$ cat config.mk
export PLATFORM = sky130hd
export DESIGN_NAME = wb_port_arbiter_flat
export DESIGN_NICKNAME = d
export VERILOG_FILES = /design/src/rtl/wb_port_arbiter_if.sv /design/src/rtl/wb_port_arbiter.sv /design/src/flat_wrapper.sv
export SDC_FILE = /design/constraint.sdc
export NUM_CORES = 1
export LEC_CHECK = 0
export ABC_AREA = 1
export CAP_MARGIN = 0
export CORE_ASPECT_RATIO = 0.7
export CORE_UTILIZATION = 35
export DETAILED_ROUTE_END_ITERATION = 8
export GPL_ROUTABILITY_DRIVEN = 1
export GPL_TIMING_DRIVEN = 0
export PLACE_DENSITY = 0.81
export REMOVE_ABC_BUFFERS = 1
export SLEW_MARGIN = 20
export SYNTH_ARGS = -nofsm -noshare
export SYNTH_HDL_FRONTEND = slang
export SYNTH_SLANG_ARGS = --single-unit
$ cat constraint.sdc
create_clock -name clk -period 3.2 [get_ports clk]
set_clock_uncertainty 0.2 [all_clocks]
set_input_delay 0.64 -clock clk [delete_from_list [all_inputs] [get_ports clk]]
set_output_delay 0.64 -clock clk [all_outputs]
set_load 0.01 [all_outputs]
$ cat src/rtl/wb_port_arbiter_if.sv
// Writeback bundle between the four register-file write sources and the port arbiter.
// Latency: none (wires only); the arbiter registers every output it drives.
// Backpressure: sources hold req until ack; stall from the control unit freezes new grants.
interface wb_port_arbiter_if #(
  parameter int DATA_W = 32
);
  // Source side: requests, per-source write data and the global stall
  logic [3:0]        req;
  logic [DATA_W-1:0] src_data0;
  logic [DATA_W-1:0] src_data1;
  logic [DATA_W-1:0] src_data2;
  logic [DATA_W-1:0] src_data3;
  logic              stall;

  // Arbiter side: grant pulse plus the register-bank write command
  logic [3:0]        ack;
  logic [2:0]        reg_control;
  logic              reg_write;
  logic [DATA_W-1:0] write_data;
  logic              busy;

  // Writeback sources / control unit
  modport master (
    output req,
    output src_data0,
    output src_data1,
    output src_data2,
    output src_data3,
    output stall,
    input  ack,
    input  reg_control,
    input  reg_write,
    input  write_data,
    input  busy
  );

  // Arbiter
  modport slave (
    input  req,
    input  src_data0,
    input  src_data1,
    input  src_data2,
    input  src_data3,
    input  stall,
    output ack,
    output reg_control,
    output reg_write,
    output write_data,
    output busy
  );
endinterface

$ cat src/rtl/wb_port_arbiter.sv
// Arbitrates the single register-file write port among ALU, load, link and SP-update sources.
// Latency: req sampled in IDLE cycle N -> ack/reg_write in cycle N+1; at most one write per 2 cycles.
// Backpressure: stall blocks new grants in IDLE; losers hold req until acked. Optional WB_STATS_EN adds conflict_cnt.
module wb_port_arbiter #(
  parameter int DATA_W    = 32,
  parameter int PRIO_MODE = 0    // 0 = round-robin, 1 = fixed (src3 highest)
) (
  input  logic                   clk,
  input  logic                   reset,
  wb_port_arbiter_if.slave       wb
`ifdef WB_STATS_EN
  ,
  output logic [15:0]            conflict_cnt
`endif
);

  typedef enum logic {
    IDLE  = 1'b0,
    WRITE = 1'b1
  } state_t;

  // Destination-register mux codes per source
  localparam logic [2:0] CODE_RD   = 3'b001;  // src0: R-type rd field
  localparam logic [2:0] CODE_RT   = 3'b000;  // src1: load rt field
  localparam logic [2:0] CODE_R31  = 3'b011;  // src2: link register
  localparam logic [2:0] CODE_R29  = 3'b010;  // src3: stack pointer

  state_t            state_q, state_d;
  logic [1:0]        rr_ptr_q, rr_ptr_d;
  logic [3:0]        ack_q, ack_d;
  logic              reg_write_q, reg_write_d;
  logic [2:0]        reg_control_q, reg_control_d;
  logic [DATA_W-1:0] write_data_q, write_data_d;
  logic              busy_q, busy_d;

  // Winner of the current IDLE cycle
  logic              win_vld;
  logic [1:0]        win_idx;
  logic [1:0]        scan_idx;
  logic [2:0]        win_code;
  logic [DATA_W-1:0] win_data;
  logic              req_conflict;

`ifdef WB_STATS_EN
  logic [15:0]       conflict_cnt_q, conflict_cnt_d;
`endif

  // Pick the winning source: highest index in fixed mode, first set bit from rr_ptr in round-robin
  always_comb begin
    win_vld  = 1'b0;
    win_idx  = 2'd0;
    scan_idx = 2'd0;
    if (PRIO_MODE == 1) begin
      // Ascending scan; the last set bit found is the highest index
      for (int i = 0; i < 4; i++) begin
        if (wb.req[i]) begin
          win_vld = 1'b1;
          win_idx = 2'(i);
        end
      end
    end else begin
      // Descending offset scan; the last hit is the one closest to rr_ptr
      for (int k = 3; k >= 0; k--) begin
        scan_idx = rr_ptr_q + 2'(k);
        if (wb.req[scan_idx]) begin
          win_vld = 1'b1;
          win_idx = scan_idx;
        end
      end
    end
  end

  // Map the winner to its mux code and write data
  always_comb begin
    win_code = CODE_RT;
    win_data = '0;
    case (win_idx)
      2'd0: begin win_code = CODE_RD;  win_data = wb.src_data0; end
      2'd1: begin win_code = CODE_RT;  win_data = wb.src_data1; end
      2'd2: begin win_code = CODE_R31; win_data = wb.src_data2; end
      default: begin win_code = CODE_R29; win_data = wb.src_data3; end
    endcase
  end

  // Two or more sources competing at the same grant edge
  always_comb begin
    req_conflict = (({2'b00, wb.req[0]} + {2'b00, wb.req[1]} +
                     {2'b00, wb.req[2]} + {2'b00, wb.req[3]}) >= 3'd2);
  end

  // Next-state and registered-output logic for the IDLE/WRITE sequencer
  always_comb begin
    state_d       = state_q;
    rr_ptr_d      = rr_ptr_q;
    ack_d         = 4'b0000;
    reg_write_d   = 1'b0;
    busy_d        = 1'b0;
    reg_control_d = reg_control_q;
    write_data_d  = write_data_q;
`ifdef WB_STATS_EN
    conflict_cnt_d = conflict_cnt_q;
`endif
    case (state_q)
      IDLE: begin
        if (!wb.stall && win_vld) begin
          state_d       = WRITE;
          ack_d         = 4'b0001 << win_idx;
          reg_write_d   = 1'b1;
          busy_d        = 1'b1;
          reg_control_d = win_code;
          write_data_d  = win_data;
          if (PRIO_MODE == 0) begin
            rr_ptr_d = win_idx + 2'd1;
          end
`ifdef WB_STATS_EN
          if (req_conflict && (conflict_cnt_q != 16'hFFFF)) begin
            conflict_cnt_d = conflict_cnt_q + 16'd1;
          end
`endif
        end
      end
      WRITE: begin
        // Single write cycle; stall has no effect here, mux code and data stay put
        state_d = IDLE;
      end
      default: begin
        state_d = IDLE;
      end
    endcase
  end

  // State and output registers with synchronous reset
  always_ff @(posedge clk) begin
    if (reset) begin
      state_q       <= IDLE;
      rr_ptr_q      <= 2'd0;
      ack_q         <= 4'b0000;
      reg_write_q   <= 1'b0;
      reg_control_q <= 3'b000;
      write_data_q  <= '0;
      busy_q        <= 1'b0;
    end else begin
      state_q       <= state_d;
      rr_ptr_q      <= rr_ptr_d;
      ack_q         <= ack_d;
      reg_write_q   <= reg_write_d;
      reg_control_q <= reg_control_d;
      write_data_q  <= write_data_d;
      busy_q        <= busy_d;
    end
  end

`ifdef WB_STATS_EN
  // Saturating count of grants that had at least one losing requester
  always_ff @(posedge clk) begin
    if (reset) begin
      conflict_cnt_q <= 16'd0;
    end else begin
      conflict_cnt_q <= conflict_cnt_d;
    end
  end

  assign conflict_cnt = conflict_cnt_q;
`else
  // Conflict detection only feeds the statistics counter
  logic unused_conflict;
  assign unused_conflict = req_conflict;
`endif

  assign wb.ack         = ack_q;
  assign wb.reg_write   = reg_write_q;
  assign wb.reg_control = reg_control_q;
  assign wb.write_data  = write_data_q;
  assign wb.busy        = busy_q;

endmodule

$ cat src/flat_wrapper.sv
// flat-port wrapper written by rule: the top's interface ports become plain ports
module wb_port_arbiter_flat 
#(
  parameter int DATA_W    = 32,
  parameter int PRIO_MODE = 0                                                
)
  (clk, reset, wb_req, wb_src_data0, wb_src_data1, wb_src_data2, wb_src_data3, wb_stall, wb_ack, wb_reg_control, wb_reg_write, wb_write_data, wb_busy);
  wb_port_arbiter_if #(.DATA_W(DATA_W)) wb_i ();
  input  logic clk;
  input  logic reset;
  input wire logic [$bits(wb_i.req)-1:0] wb_req;
  input wire logic [$bits(wb_i.src_data0)-1:0] wb_src_data0;
  input wire logic [$bits(wb_i.src_data1)-1:0] wb_src_data1;
  input wire logic [$bits(wb_i.src_data2)-1:0] wb_src_data2;
  input wire logic [$bits(wb_i.src_data3)-1:0] wb_src_data3;
  input wire logic [$bits(wb_i.stall)-1:0] wb_stall;
  output wire logic [$bits(wb_i.ack)-1:0] wb_ack;
  output wire logic [$bits(wb_i.reg_control)-1:0] wb_reg_control;
  output wire logic [$bits(wb_i.reg_write)-1:0] wb_reg_write;
  output wire logic [$bits(wb_i.write_data)-1:0] wb_write_data;
  output wire logic [$bits(wb_i.busy)-1:0] wb_busy;
  assign wb_i.req = wb_req;
  assign wb_i.src_data0 = wb_src_data0;
  assign wb_i.src_data1 = wb_src_data1;
  assign wb_i.src_data2 = wb_src_data2;
  assign wb_i.src_data3 = wb_src_data3;
  assign wb_i.stall = wb_stall;
  assign wb_ack = wb_i.ack;
  assign wb_reg_control = wb_i.reg_control;
  assign wb_reg_write = wb_i.reg_write;
  assign wb_write_data = wb_i.write_data;
  assign wb_busy = wb_i.busy;
  wb_port_arbiter #(.DATA_W(DATA_W), .PRIO_MODE(PRIO_MODE)) u_core (.clk(clk), .reset(reset), .wb(wb_i));
endmodule
Word level (Yosys, flattened, before mapping):

Index checks and enable logic that the tools add are counted.

* flip-flop bits (word level): 43
* word-level logic and storage cells: 45

* bitwise logic cells: 2
* shifts and indexed selects: 1
* add/sub/neg operators: 4
* muxes and demuxes: 20
* magnitude comparators: 4
* reductions and logical operators: 6
* equal/unequal tests: 2

Operator list (number)
* case mux 32 bit (3 select lines): 1
* < comparator 2 x 3 -> 1 bit, second input constant: 4
* two-way mux 1 bit: 9
* binary-select mux 1 bit (select 2 bit): 4
* two-way mux 2 bit: 4
* case mux 2 bit (3 select lines): 1
* adder 2 x 1 -> 2 bit, second input constant: 2
* adder 2 bit, second input constant: 2
* left shift 1 x 2 -> 4 bit, first input constant: 1
* OR reduction 3 bit: 1
* == test 2 x 1 -> 1 bit, second input constant: 1
* == test 2 bit, second input constant: 1
* logical NOT 2 bit: 1
* inverter 1 bit: 2
* case mux 1 bit (2 select lines): 1
* AND reduction 2 bit: 1
* OR reduction 2 bit: 1
* logical AND 1 bit: 1
* logical NOT 1 bit: 1

Longest topological paths before layout:

Gate-level depths: netlist (run 1).

* depth after elaboration: 10
* mapped depth: 17
* depth with buffers taken out: 15

Least setup slack after synthesis (run 1):

OpenSTA, ideal clock, no wires.

* path kind: input-to-reg
* start point: input port wb_req[1]
* end point: register u_core.write_data_q[15], in the netlist u_core.wb.write_data[15]
* path slack: 0.625 ns
* cell stages on the path: 17
* buffers on the path: 2
* arrival: 2.317 ns
* cells stage by stage: inv_1 > nand2_1 > nand3_1 > nand2_1 > nand3_1 > nand2_1 > nand2_1 > nand2_1 > inv_1 > ha_1 > clkbuf_1 > inv_1 > clkbuf_1 > nor2_1 > a31oi_1 > nand2_1 > nand2_1

* longest elaborated chain between the ends: 8

RTL lines
* start: declaration: line flat_wrapper.sv:11 `input wire logic [$bits(wb_i.req)-1:0] wb_req;`
* binary-select mux 1 bit (select 2 bit): line wb_port_arbiter.sv:65 `if (wb.req[scan_idx]) begin`
* two-way mux 1 bit (implied by the code): line wb_port_arbiter.sv:65
* two-way mux 2 bit (3 in series): line wb_port_arbiter.sv:65
* two-way mux 2 bit (*): line wb_port_arbiter.sv:65
* named net u_core.win_idx[0]: line wb_port_arbiter.sv:38 `logic [1:0] win_idx;`
* == test 2 bit, or another cell as far along: line wb_port_arbiter.sv:77 `case (win_idx)`
* case mux 32 bit (3 select lines) (*): line wb_port_arbiter.sv:77
* end signal: assignment: line wb_port_arbiter.sv:148 `write_data_q <= write_data_d;`
* end: declaration: line wb_port_arbiter.sv:33 `logic [DATA_W-1:0] write_data_q, write_data_d;`

The timed path passes the listed nets; every way through them passes the cells marked *. The select of a mux whose other input is x is not followed.
A chain may end at the register's enable or synchronous reset.

Final worst setup path (run 1):

* start point: input port wb_req[3]
* end point: register u_core.write_data_q[13], in the netlist u_core.wb.write_data[13]

* longest elaborated chain between the ends: 8

RTL lines (line)
* binary-select mux 1 bit (select 2 bit): wb_port_arbiter.sv:65
* two-way mux 1 bit (implied by the code): wb_port_arbiter.sv:65
* two-way mux 2 bit or two-way mux 1 bit (tied branches) (4 in series): wb_port_arbiter.sv:65
* == test 2 bit, or another cell as far along: wb_port_arbiter.sv:77
* case mux 32 bit (3 select lines) or AND reduction 2 bit (tied branches)

Several ways; a longest one is shown, not always the timed one. The select of a mux whose other input is x is not followed.

==> results.json, run 1 <==
{
  "status": "completed",
  "max_cap_viol_count": 0,
  "multi_input_area_sq_um": 1536,
  "drive_above_1_share": 0.05779,
  "cellLeakagePower_nw": 1.890,
  "area_delta_synth_final_pct": 78.77,
  "synth_warnings": 0,
  "synthTopCellsByArea": "dfxtp_1 32%, nand2_1 24%, a31oi_1 8.0%, nand3_1 8.0%, a21oi_1 6.8%",
  "worstSetupPathType": "in2reg",
  "viasPerCell": 5.039,
  "antenna_found_initial": 0,
  "final_common_cell": "clkdlybuf4s50_1",
  "ir_drop_uv": 577.6,
  "p_switching_mw": 1.939,
  "syn-cell-area_sq_um": 2487,
  "path_buf_inv": 2,
  "ys_ff_latch": 40,
  "ys_seq_area_frac": 0.3219,
  "cts_tree": "yes",
  "path_max_fanout": 32,
  "end_kind": "register",
  "setup_viol": 0,
  "dr_total_vias": 3351,
  "slowest_delay_ns": 0.49,
  "synth_top_area_cell": "dfxtp_1",
  "fillers": 616,
  "ff2ff_setup_slack_ns": 0.38,
  "grt_use_total": 0.2561,
  "synthFlopType": "dfxtp_1",
  "maxSlewHeadroom": 0.3180,
  "ctsLongestPathBuffers": 2,
  "clkPwrFrac": 0.101,
  "hold_viol": 0,
  "grt_pass1_wl_um": 14650,
  "clock_tree.root_cell": "clkbuf_8",
  "cp_data_required_time_ns": 3.23,
  "drtIter0Drc": 123,
  "ios": 176,
  "clkLatencyLatePin_ns": 0.29,
  "powerDensity_nw_per_um2": 929.7,
  "drv_slew": 0,
  "internal_power_mw": 2.195,
  "worstMarginPinSlew_ns": 1.017,
  "power_frac_comb": 0.700,
  "seq_area_sq_um": 800.8,
  "die_height_um": 72.53,
  "fin_nets": 709,
  "overflow": 0,
  "cp_data_arrival_time_ns": 3.04,
  "dpl.hpwl_um": 6717,
  "drt-wirelength-per-cell_um": 15.45,
  "numCtsBuffers": 5,
  "period_needed_ns": 3.001,
  "crit_slowest_cell": "ha_4",
  "synthArstFlopShare": 0,
  "clock_sinks": 40,
  "setup_ws_ns": 0.1991,
  "gp_congestion": 0.8727,
  "path_common_cell": "nand2_1",
  "start_kind": "input port",
  "antenna-diode-count": 0,
  "die_w_um": 102.8,
  "path_clk_slew_ns": 0.08,
  "core_sq_um": 6819,
  "synth_edf_count": 0,
  "fin_util": 0.6521,
  "crit_family": "simple AND/OR/NAND/NOR gates",
  "fmax_mhz": 333.2,
  "synth.distinct_cells": 21,
  "switching_share": 0.4690,
  "drt_first_pass_iters": 5,
  "dpl_worst_slack_ns": -1.119,
  "grt_pass1_vias": 3035,
  "htreeDepth": 2,
  "synth_cells": 407,
  "placement_rows": 25,
  "pwr-share-seq": 0.199,
  "routed_wl_um": 10280,
  "grt_max_degree": 38,
  "crit_chain": "clkdlybuf4s50_1 -> inv_1 -> nand2_1 -> nand3_1 -> nand3_1 -> nor2_1 -> nor2_1 -> nor2_1 -> ha_4 -> nand2_1 -> a31oi_1 -> nand2_1 -> nand2_1",
  "post-route-period-util": 0.9378,
  "ant_nets": 0,
  "final_cell_mix": "174 x clkdlybuf4s50_1, 161 x nand2_1, 43 x nor2_1",
  "ctsHoldBuffers": 0,
  "min_path_type": "reg2reg",
  "initial_core_util": 0.3648,
  "yosys.area.top_type_share": 0.3219,
  "port_buffers": 174,
  "syn_area_per_cell_sq_um": 6.112,
  "route.detailed.drc": 0,
  "die_area_sq_um": 7453
}
-- per-layer routing --
| metal | GRT usage | wire (um) |
|---|---|---|
| met5 | 0 | 0 |
| met4 | 0.06729 | 151 |
| met3 | 0.07033 | 1074 |
| met2 | 0.4637 | 4904 |
| met1 | 0.2972 | 4144 |
-- what timing repair did --
item / 4_1_cts / 5_1_grt
resized for setup: 6 / 2
pin swaps: 1 / 0
endpoints found under the setup margin: 32 / 32
gates cloned: 1 / 0
setup buffers: 6 / 4
-- cell type report --
cell class | instances | share of cell area
timing repair buffer | 184 | 0.4102
multi-input combinational | 325 | 0.3455
sequential | 40 | 0.1801
tap | 94 | 0.02645
clock buffer | 6 | 0.01632
inverter | 13 | 0.01182
clock inverter | 2 | 0.007878
timing repair inverter | 1 | 0.001688
-- path summary, 6_finish.rpt --
check | startpoint | to | depth (start not counted)
min reg2reg | u_core.wb.reg_control[1] | u_core.wb.reg_control[1] | 2
max reg2reg | u_core.wb.reg_control[0] | u_core.wb.write_data[13] | 13
max | wb_req[3] | u_core.wb.write_data[13] | 13
min | u_core.wb.reg_control[1] | u_core.wb.reg_control[1] | 2
-- cells by family after synthesis --
family / synth area share
flops: 0.3219
compound gates: 0.1529
other cells: 0.001508
buf+inv: 0.08149
fa+ha+maj: 0.02012
simple gates: 0.4220
-- through the flow --
| stage | hold WS (ns) | total power, mW | instance area, sq um | setup TNS [ns] | std cells |
|---|---|---|---|---|---|
| global placement | 0.2541 | 3.388 | 4193 | -53.63 | 646 |
| global route | 0.2948 | 4.434 | 4447 | -0.0006146 | 665 |
| detailed placement | 0.2612 | 3.446 | 4203 | -34.73 | 646 |
| CTS | 0.2719 | 4.066 | 4404 | 0 | 661 |
| floorplan | 0.2795 | 2.335 | 2333 | 0 | 378 |
| finish | 0.2687 | 4.134 | 4447 | 0 | 665 |
-- worst min-delay path, cell delays in order, from the launching register on --
cell	delay, ns
dfxtp_1	0.32
nand2_1	0.06
a21oi_1	0.05
-- registers in the layout, summed over array words and instances, names as in the netlist --
signal	count
u_core.wb.reg_control	2
u_core.wb.write_data	32
u_core.rr_ptr_q	1
u_core.wb.ack	4
u_core.state_q	1
-- synthesized netlist by cell type (all sizes together), types with 2 or more instances --
library cell / number
nand2: 165
nor2: 45
nand3: 41
dfxtp: 40
a21oi: 34
a31oi: 32
clkbuf: 20
inv: 13
buf: 9
ha: 4
o21ai: 2
-- power by group through the flow --
| stage | combinational (mW) | clock [mW] | sequential [mW] |
|---|---|---|---|
| finish | 2.89 | 0.419 | 0.823 |
| CTS | 2.82 | 0.424 | 0.822 |
| global route | 3.14 | 0.443 | 0.848 |
| global placement | 2.57 | 0 | 0.820 |
| floorplan | 1.42 | 0 | 0.917 |
| detailed placement | 2.61 | 0 | 0.835 |
Power figures use the tool's default switching activity.
==> inputs of run 2 (changes only) <==
--- a/config.mk
+++ b/config.mk
@@ -14,7 +14,6 @@
 export GPL_TIMING_DRIVEN = 0
 export PLACE_DENSITY = 0.81
 export REMOVE_ABC_BUFFERS = 1
-export SLEW_MARGIN = 20
 export SYNTH_ARGS = -nofsm -noshare
 export SYNTH_HDL_FRONTEND = slang
 export SYNTH_SLANG_ARGS = --single-unit
==> results.json, run 2 (synthesized netlist as in run 1, its figures left out) <==
{
  "status": "completed",
  "switching_share": 0.4723,
  "maxSlewHeadroom": 0.2446,
  "drv_slew": 0,
  "port_buffers": 174,
  "final_cell_mix": "174 x clkdlybuf4s50_1, 162 x nand2_1, 43 x nor2_1",
  "start_kind": "input port",
  "period_needed_ns": 2.986,
  "routed_wl_um": 10180,
  "dpl_worst_slack_ns": -1.756,
  "cp_data_arrival_time_ns": 3.02,
  "fmax_mhz": 334.9,
  "final_common_cell": "clkdlybuf4s50_1",
  "antenna_found_initial": 0,
  "grt_pass1_vias": 3047,
  "dpl.hpwl_um": 6624,
  "min_path_type": "reg2reg",
  "htreeDepth": 2,
  "ctsLongestPathBuffers": 2,
  "cp_data_required_time_ns": 3.23,
  "grt_max_degree": 38,
  "die_w_um": 102.8,
  "grt_use_total": 0.2534,
  "worstSetupPathType": "in2reg",
  "setup_ws_ns": 0.2138,
  "internal_power_mw": 2.174,
  "dp.cells": 646,
  "ant_nets": 0,
  "largest_reg_flops": 32,
  "viasPerCell": 5.051,
  "placement_rows": 25,
  "max_cap_viol_count": 0,
  "powerDensity_nw_per_um2": 926.3,
  "cellLeakagePower_nw": 1.890,
  "ctsHoldBuffers": 0,
  "numCtsBuffers": 5,
  "path_clk_slew_ns": 0.08,
  "fin_nets": 709,
  "core_sq_um": 6819,
  "ir_drop_uv": 486.0,
  "rsz0062_at_grt": "false",
  "grt_pass1_wl_um": 14480,
  "worstMarginPinSlew_ns": 1.132,
  "drt_first_pass_iters": 4,
  "gp_congestion": 0.8727,
  "drive_above_1_share": 0.05604,
  "setup_viol": 0,
  "dr_total_vias": 3359,
  "clkLatencyLatePin_ns": 0.28,
  "p_total_mw": 4.119,
  "post-route-period-util": 0.9332,
  "area_delta_synth_final_pct": 78.77,
  "route.detailed.drc": 0,
  "overflow": 0,
  "initial_core_util": 0.3648,
  "path_max_fanout": 17,
  "finalNonFillerCells": 665,
  "clkPwrFrac": 0.085,
  "drt-wirelength-per-cell_um": 15.31,
  "pwr-share-seq": 0.200,
  "power_frac_comb": 0.715,
  "fin_setup_tns_ns": 0,
  "drtIter0Drc": 107,
  "p_switching_mw": 1.945,
  "hold_viol": 0,
  "ios": 176,
  "cts_tree": "yes",
  "die_height_um": 72.53,
  "antenna-diode-count": 0,
  "die_area_sq_um": 7453,
  "clock_tree.root_cell": "clkbuf_8",
  "fin_util": 0.6521,
  "end_kind": "register",
  "clock_sinks": 40
}
==> run 2: area by class of cell <==
class / count / area (sq um)
clock buffer: 8 / 90.09
sequential: 40 / 800.8
multi-input combinational: 325 / 1534
timing repair buffer: 184 / 1844
inverter: 13 / 52.55
timing repair inverter: 1 / 7.507
fill: 607 / 2372
tap: 94 / 117.6
==> run 2: critical path, cell delays in order <==
cell             delay (ns)
clkdlybuf4s50_1        0.50
inv_1                  0.05
nand2_1                0.10
nand3_1                0.12
nand2_1                0.07
nand3_1                0.08
nand3_1                0.08
nand2_1                0.23
inv_2                  0.20
ha_4                   0.32
buf_8                  0.22
nand2_1                0.07
a31oi_1                0.17
nand2_1                0.07
nand2_1                0.08
==> run 2: per-stage QoR <==
step	hold WS, ns	cell area [sq um]
5_1_grt	0.2943	4447
3_3_place_gp	0.2541	4193
6_report	0.2744	4447
3_5_place_dp	0.2612	4193
2_1_floorplan	0.2795	2333
4_1_cts	0.2748	4399
==> run 2: power groups by stage <==
stage | registers (mW) | clock network [mW] | logic, mW
final | 0.822 | 0.351 | 2.95
after global routing | 0.847 | 0.377 | 3.20
after CTS | 0.821 | 0.362 | 2.84
after detailed placement | 0.834 | 0 | 2.61
after global placement | 0.820 | 0 | 2.57
after floorplan | 0.917 | 0 | 1.42
==> run 2: what timing repair did <==
| action | CTS | global route |
|---|---|---|
| setup endpoints to repair | 33 | 32 |
| cloned | 1 | 0 |
| setup buffers | 6 | 4 |
| resized for setup | 10 | 2 |
| pin swaps | 1 | 0 |
==> run 2: final timing paths <==
kind	start	to	slack (ns)	depth (start not counted)
min	u_core.wb.write_data[6]	u_core.wb.write_data[6]	0.27	2
min reg2reg	u_core.wb.write_data[6]	u_core.wb.write_data[6]	0.27	2
max reg2reg	u_core.wb.reg_control[0]	u_core.wb.write_data[13]	0.41	13
max	wb_req[3]	u_core.wb.write_data[17]	0.21	15
==> run 2: layer usage <==
layer  global-route usage  part of all wire
met5                    0                 0
met4              0.09546             0.019
met3              0.07225             0.085
met2               0.4496              0.47
met1               0.2888              0.42
==> inputs of run 3 (changes only) <==
--- a/config.mk
+++ b/config.mk
@@ -12,6 +12,7 @@
 export DETAILED_ROUTE_END_ITERATION = 8
 export GPL_ROUTABILITY_DRIVEN = 1
 export GPL_TIMING_DRIVEN = 0
+export MAX_ROUTING_LAYER = met4
 export PLACE_DENSITY = 0.81
 export REMOVE_ABC_BUFFERS = 1
 export SYNTH_ARGS = -nofsm -noshare
==> constraint.sdc (replaced) <==
create_clock -name clk -period 3.7 [get_ports clk]
set_clock_uncertainty 0.2 [all_clocks]
set_input_delay 0.74 -clock clk [delete_from_list [all_inputs] [get_ports clk]]
set_output_delay 0.74 -clock clk [all_outputs]
set_load 0.01 [all_outputs]
==> results.json, run 3 (synthesized netlist as in run 1, its figures left out) <==
{
  "status": "completed",
  "rsz0062_at_grt": "false",
  "path_clk_slew_ns": 0.08,
  "clock_sinks": 40,
  "route.detailed.drc": 0,
  "routed_wl_um": 9877,
  "final_common_cell": "clkdlybuf4s50_1",
  "clkLatencyLatePin_ns": 0.28,
  "dr_total_vias": 3346,
  "fin_area_sq_um": 4337,
  "finalNonFillerCells": 658,
  "fin_nets": 702,
  "drt-wirelength-per-cell_um": 15.01,
  "core_sq_um": 6819,
  "die_height_um": 72.53,
  "dpl.hpwl_um": 6624,
  "r2r_cells": 12,
  "ant_nets": 0,
  "holdWs_ns": 0.2709,
  "initial_core_util": 0.3648,
  "min_to": "u_core.wb.write_data[12]",
  "worstMarginPinSlew_ns": 1.136,
  "fmax_mhz": 289.3,
  "dpl_cell_area_sq_um": 4193,
  "antenna-diode-count": 0,
  "viasPerCell": 5.085,
  "max_cap_viol_count": 0,
  "gp_congestion": 0.8871,
  "setup_viol": 0,
  "placement_rows": 25,
  "cp_data_arrival_time_ns": 3.49,
  "min_path_type": "reg2reg",
  "worstSetupPathType": "in2reg",
  "drive_above_1_share": 0.04255,
  "area_delta_synth_final_pct": 74.35,
  "hp-start": "u_core.wb.write_data[12]",
  "grt_use_total": 0.2524,
  "ctsHoldBuffers": 0,
  "maxSlewHeadroom": 0.2418,
  "ff2ff_setup_slack_ns": 0.62,
  "post-route-period-util": 0.9342,
  "cts_tree": "yes",
  "grt_pass1_vias": 2984,
  "largest_reg_flops": 32,
  "clock_tree.root_cell": "clkbuf_8",
  "grt_pass1_wl_um": 14010,
  "ios": 176,
  "htreeDepth": 2,
  "grt_max_degree": 38,
  "numCtsBuffers": 5,
  "port_buffers": 174,
  "end_kind": "register",
  "hold_depth": 2,
  "ir_drop_uv": 578.6,
  "dp.cells": 646,
  "start_kind": "input port",
  "hold_viol": 0,
  "die_w_um": 102.8,
  "antenna_found_initial": 0,
  "fillers": 611,
  "r2r_end": "u_core.wb.write_data[13]",
  "ctsLongestPathBuffers": 2,
  "drv_slew": 0,
  "path_max_fanout": 33,
  "die_area_sq_um": 7453,
  "drtIter0Drc": 149,
  "cp_data_required_time_ns": 3.73,
  "powerDensity_nw_per_um2": 772.1,
  "final_cell_mix": "174 x clkdlybuf4s50_1, 162 x nand2_1, 43 x nor2_1",
  "drt_first_pass_iters": 4,
  "cellLeakagePower_nw": 1.841,
  "timing.rr.start": "u_core.wb.reg_control[0]",
  "period_needed_ns": 3.456,
  "overflow": 0
}
run 3: metrics by stage:
step                      power [mW]  utilization  TNS, ns  setup WS (ns)
final                          3.348       0.6360        0         0.2435
after global routing           3.613       0.6360        0        0.02261
after CTS                      3.333       0.6323        0        0.07658
after detailed placement       2.978       0.6149   -42.35         -1.356
after global placement         2.930       0.6149   -40.43         -1.297
after floorplan                2.019            -        0         0.4165
run 3: critical path, stage by stage:
cell	delay, ns
clkdlybuf4s50_1	0.50
inv_1	0.05
nand2_1	0.10
nand3_1	0.12
nand3_1	0.14
nor2_1	0.06
o21ai_0	0.42
ha_2	0.82
a21oi_1	0.14
a31oi_1	0.22
nand2_1	0.08
nand2_1	0.09
run 3: power by group:
| part | switching [mW] | leakage [nW] | total, mW | internal [mW] |
|---|---|---|---|---|
| registers | 0.101 | 0.328 | 0.711 | 0.610 |
| clock network | 0.151 | 0.0455 | 0.304 | 0.152 |
| logic | 1.35 | 1.47 | 2.33 | 0.985 |
run 3: worst max path at each step:
stage / startpoint / endpoint / slack (ns) / depth (start not counted)
final: wb_req[3] / u_core.wb.write_data[13] / 0.24 / 12
after CTS: wb_req[3] / u_core.wb.write_data[13] / 0.08 / 13
after global placement: wb_req[3] / u_core.wb.write_data[28] / -1.30 / 13
after global routing: wb_req[1] / u_core.wb.write_data[26] / 0.02 / 12
after detailed placement: wb_req[3] / u_core.wb.write_data[13] / -1.36 / 13
after floorplan: wb_req[1] / u_core.wb.write_data[0] / 0.42 / 13
run 3: final cells by class:
cell class / count / area, sq um / area share
multi-input cells: 325 / 1504 / 0.3468
repair inverters: 1 / 7.507 / 0.001731
clock buffers: 8 / 90.09 / 0.02077
repair buffers: 177 / 1764 / 0.4068
inverters: 13 / 52.55 / 0.01212
well taps: 94 / 117.6 / 0.02712
flip-flops and latches: 40 / 800.8 / 0.1847
run 3: repair_timing:
action,in CTS,in global routing
hold endpoints to repair,0,0
gates cloned,1,0
buffers inserted,0,3
endpoints found under the setup margin,33,32
gates resized for setup,6,1
run 3: routing by layer:
metal | track usage | share of wire | routed length [um]
met5 | - | 0 | 0
met4 | 0.07668 | 0.014 | 135
met3 | 0.07225 | 0.10 | 1014
met2 | 0.4511 | 0.47 | 4641
met1 | 0.2706 | 0.41 | 4085
